## src/rtl/mux_2to1.sv

```systemverilog
// Registered 2:1 selector with per-source valid qualifiers, hold, and a
// select-change pulse. With REG_OUT=0 the data path is purely combinational.
module mux_2to1 #(
  parameter int               WIDTH     = 1,
  parameter bit               REG_OUT   = 1'b1,
  parameter logic [WIDTH-1:0] RESET_VAL = '0
) (
  input  logic             clk,
  input  logic             rst_n,
  input  logic [WIDTH-1:0] i0,
  input  logic [WIDTH-1:0] i1,
  input  logic             sel,
  input  logic             i0_valid,
  input  logic             i1_valid,
  input  logic             hold,
  output logic [WIDTH-1:0] out,
  output logic             out_valid,
  output logic             sel_q,
  output logic             sel_changed
);

  logic [WIDTH-1:0] next_out;
  logic             next_valid;
  logic             started;

  // No X-masking: an unknown sel must propagate to the output.
  assign next_out   = sel ? i1 : i0;
  assign next_valid = sel ? i1_valid : i0_valid;

  // started suppresses the change pulse on the first edge after reset,
  // since sel_q leaves its reset value there without a real transition.
  always_ff @(posedge clk or negedge rst_n) begin
    if (!rst_n) begin
      sel_q       <= 1'b0;
      sel_changed <= 1'b0;
      started     <= 1'b0;
    end else begin
      started <= 1'b1;
      if (hold) begin
        sel_changed <= 1'b0;
      end else begin
        sel_q       <= sel;
        sel_changed <= started && (sel != sel_q);
      end
    end
  end

  generate
    if (REG_OUT) begin : g_reg
      always_ff @(posedge clk or negedge rst_n) begin
        if (!rst_n) begin
          out       <= RESET_VAL;
          out_valid <= 1'b0;
        end else if (!hold) begin
          out       <= next_out;
          out_valid <= next_valid;
        end
      end
    end else begin : g_comb
      assign out       = next_out;
      assign out_valid = next_valid;
    end
  endgenerate

endmodule

```

## config.mk

```make
export PLATFORM = sky130hd
export DESIGN_NAME = mux_2to1
export DESIGN_NICKNAME = d
export VERILOG_FILES = /design/src/rtl/mux_2to1.sv
export SDC_FILE = /design/constraint.sdc
export NUM_CORES = 1
export LEC_CHECK = 0
export CAP_MARGIN = 20
export CORE_AREA = 2 2 39 41
export CTS_CLUSTER_DIAMETER = 100
export DETAILED_ROUTE_END_ITERATION = 10
export DIE_AREA = 0 0 41 43
export GPL_TIMING_DRIVEN = 0
export SLEW_MARGIN = 15
export SYNTH_ARGS = -nofsm -noshare
export SYNTH_HDL_FRONTEND = slang
export SYNTH_SLANG_ARGS = --single-unit
```

## constraint.sdc

```tcl
create_clock -name clk -period 1.3 [get_ports clk]
set_clock_uncertainty 0.2 [all_clocks]
set_input_delay 0.13 -clock clk [delete_from_list [all_inputs] [get_ports clk]]
set_output_delay 0.13 -clock clk [all_outputs]
set_load 0.005 [all_outputs]
```

==> metrics.sh, run 1 <==
STATUS='finished, final reports clean'
START_UTIL=0.144
SYNTH_CELL_TYPES=8
POST_DRT_VIA_CELL_RATIO=3.48
NETLIST_AREA_UM2=199
TIMING.FINAL.MAX_SLEW_VIOLATIONS=0
DR_TOTAL_VIAS=167
BOUNDARYPINS=12
ENDPOINT='out_valid'
SYNTH_SEQUENTIAL_AREA_RATIO=0.629
POWER_FRAC_SEQ=0.407
FINAL_CELL_AREA_UM2=368
MET2_DEMAND_TO_CAPACITY_SHARE_IN_GLOBAL_ROUTING=0.0719
CTS-ROOT-BUF='sky130_fd_sc_hd__clkbuf_4'
DRTANTENNAVIOLNETS=0
TIMING.FINAL.CRIT_SHARE=0.934
DRIVE_GT1_FRAC=0.156
SEQUENTIAL_CELL_AREA_UM2=125
FINAL_NETS=41
TIMING.CRITICAL_PATH.SLOWEST_CELL_DELAY_NS=0.37
POSTSYNTHAREAPERCELL_UM2=13.3
SWSHARE=0.226
GLOBALROUTE.BUSIESTLAYER='met3'
MAX_CAP_VIOLATIONS=0
YOSYSWARNINGCOUNT=0
DEEPEST_CLOCK_PATH_BUFFER_COUNT=2
HTREE_LEVELS=1
GRTUSAGEMET1=0.0777
CTS_TREE='built'
TIMING.CRITICAL_PATH.CELLS='dlygate4sd2_1'
DRT_DRC_VIOLATIONS_LEFT=0
CTS_SINKS=5
FIRST_GLOBAL_VIAS=177
P_PER_AREA_nW_PER_UM2=1170
WORST_IR_DROP_VDD_mV=0.374
MIN-DELAY-PATH-CLASS='reg2reg'
FLOORPLAN.CORE_AREA_UM2=1380
SHARE_COMB_OF_TOTAL_POWER=0.168
WORSTSETUPSTARTPOINTTYPE='flip-flop'
DR.PASS1.ITERS=4
CRITICAL_PATH_BUF_INV_COUNT=1
LEAKAGE_POWER_SUMMED_OVER_ALL_CELLS_nW=0.168
INSERTION_DELAY_OF_THE_LATER_CLOCKED_PIN_IN_THE_WORST_SKEW_PAIR_NS=0.24
CRITPATHMAXFANOUT=2
POST_DRT_WL_PER_CELL_UM=9.21
DRTITER0DRC=3
RSZ0062_AT_GRT='no'
SYNTH.NET_COUNT=23
SYN_INST=15
POWER.SHARE.CLOCK=0.425
FILLERS=144
TIMING.REG2REG.WORST_PATH_DEPTH=2
POSTPLACECELLAREA_UM2=329
YOSYS_REGISTER_BITS=5
CP.DEPTH=1
GRT_FIRST_PASS_WIRELENGTH_UM=717
FINALHOLDVIOLCOUNT=0
RRSETUPSLACK_NS=0.20
ANTENNADIODECOUNT=0
TIMING.CRITICAL_PATH.MAX_DELAY_FAMILY='flip-flops'
CRIT_REQUIRED_NS=0.97
FLOORPLAN.DIE.WIDTH_UM=41
AREAGROWTHSYNTHTOFINISH_PCT=84.9
MULTI_INPUT_AREA_UM2=73.8
MOST_FREQUENT_CELLS_IN_THE_LAYOUT='sky130_fd_sc_hd__clkdlybuf4s50_1 (7), sky130_fd_sc_hd__dfrtp_1 (5), sky130_fd_sc_hd__dlygate4sd2_1 (4), sky130_fd_sc_hd__clkbuf_4 (3)'
DIEAREA_UM2=1760
TIMING.FINAL.CRIT_PERIOD_NS=1.21
CTS_MADE_BUFFERS=3
CRITPATHARRIVALTIME_NS=0.88
CRIT-REG2REG-LAUNCH='sel_q'
GRTUSAGEMET3=0.105
GLOBALROUTE.TOTALOVERFLOW=0
CRITICALPATHCATEGORY='reg2out'
FINAL_WORST_SLACK_NS=0.0857
GPL.FINAL_WEIGHTED_CONGESTION=0.631
GRT_ANTENNA_BEFORE_REPAIR=0
WORST_HOLD_SLACK_NS=0.286
GRT_MAX_DEGREE=7
CORE.ROWCOUNT=14
DP.FINAL_HPWL_UM=324
WORSTSETUPSTARTPOINT='out_valid'
SWITCHING_POWER_uW=97.4
MOST_COMMON_CELL_AFTER_LAYOUT_FILL_AND_TAPS_ASIDE='sky130_fd_sc_hd__clkdlybuf4s50_1'
R2R-END='sel_q'
FINALSETUPVIOLATIONS=0
PORT_BUFFERS=11
P_INT_uW=332
CLK_PIN_SLEW_WORST_PATHS_NS=0.04
CPMAXSTAGEDELAYCELL='sky130_fd_sc_hd__dfrtp_1'
PRECTSSETUPSLACK_NS=-0.107
MAX_FREQ_MHz=824
GRTUSAGETOTAL=0.0704
FINAL_ROUTED_WIRELENGTH_ACROSS_ALL_METAL_LAYERS_UM=442
CP-END-KIND='output port'
DIE_H_UM=43
## cell usage after synthesis
cell type                 number  area share
sky130_fd_sc_hd__conb_1        1       0.019
sky130_fd_sc_hd__dfrtp_1       5        0.63
sky130_fd_sc_hd__mux2_1        1       0.057
sky130_fd_sc_hd__mux2i_1       2        0.10
sky130_fd_sc_hd__nand2_1       2       0.038
sky130_fd_sc_hd__nor3b_2       1       0.063
sky130_fd_sc_hd__o21ai_1       2       0.050
sky130_fd_sc_hd__xnor2_1       1       0.044
## power by group through the flow
stage	combinational [mW]	sequential [mW]	clock, mW
floorplan	0.0181	0.179	0
global placement	0.0714	0.179	0
detailed placement	0.0733	0.179	0
CTS	0.0738	0.175	0.196
global route	0.0799	0.175	0.211
finish	0.0723	0.175	0.183
## logic make-up (layout without fill, tap and decap cells)
logic type	Yosys count	in the layout	synth area share
simple gates	3	3	0.101
compound gates	2	2	0.0503
xor+xnor	1	1	0.0440
flops	5	5	0.629
buf+inv	0	17	0
other cells	1	1	0.0188
mux	3	3	0.157
## timing repair
action / in CTS / in global routing
hold buffers: 1 / 0
buffers inserted: 1 / 0
endpoints found under the hold margin: 5 / 0
resized for setup: 4 / 0
setup endpoints to repair: 4 / 0
## flip-flops by register name, indices dropped and copies added (netlist names)
name / count
sel_q: 1
out: 1
started: 1
out_valid: 1
sel_changed: 1
## per-layer routing
metal	wire length (um)	up-vias
li1	-	82
met4	0	0
met1	194	69
met2	153	16
met3	94	0
met5	0	-
## worst min-delay path by stage
stage,startpoint,to,slack (ns),depth (start not counted)
2_1_floorplan,rst_n,out,-0.37,0
3_3_place_gp,rst_n,sel_q,0.17,1
3_5_place_dp,rst_n,sel_changed,0.18,1
4_1_cts,started,sel_changed,0.29,1
5_1_grt,started,sel_changed,0.32,1
6_report,started,sel_changed,0.29,1
## metrics by stage
step	TNS, ns	std cells	utilization	power (mW)
finish	0	48	0.266	0.430
detailed placement	-0.169	42	0.238	0.253
floorplan	0	15	-	0.197
CTS	0	48	0.266	0.445
global route	0	48	0.266	0.466
global placement	-0.160	42	0.238	0.251
## cell type report
type / instances / share of cell area
clock buffer: 4 / 0.0714
timing repair buffer: 13 / 0.333
multi-input combinational: 10 / 0.201
tap: 16 / 0.0544
sequential: 5 / 0.340
(Power assumes the default switching activity.)
==> inputs of run 2 (changes only) <==
CTS_CLUSTER_SIZE = 20   (was not set)
SLEW_MARGIN = not set   (was 15)
==> results of run 2 <==
Final layout, timing and power as in run 1 (identical DEF).
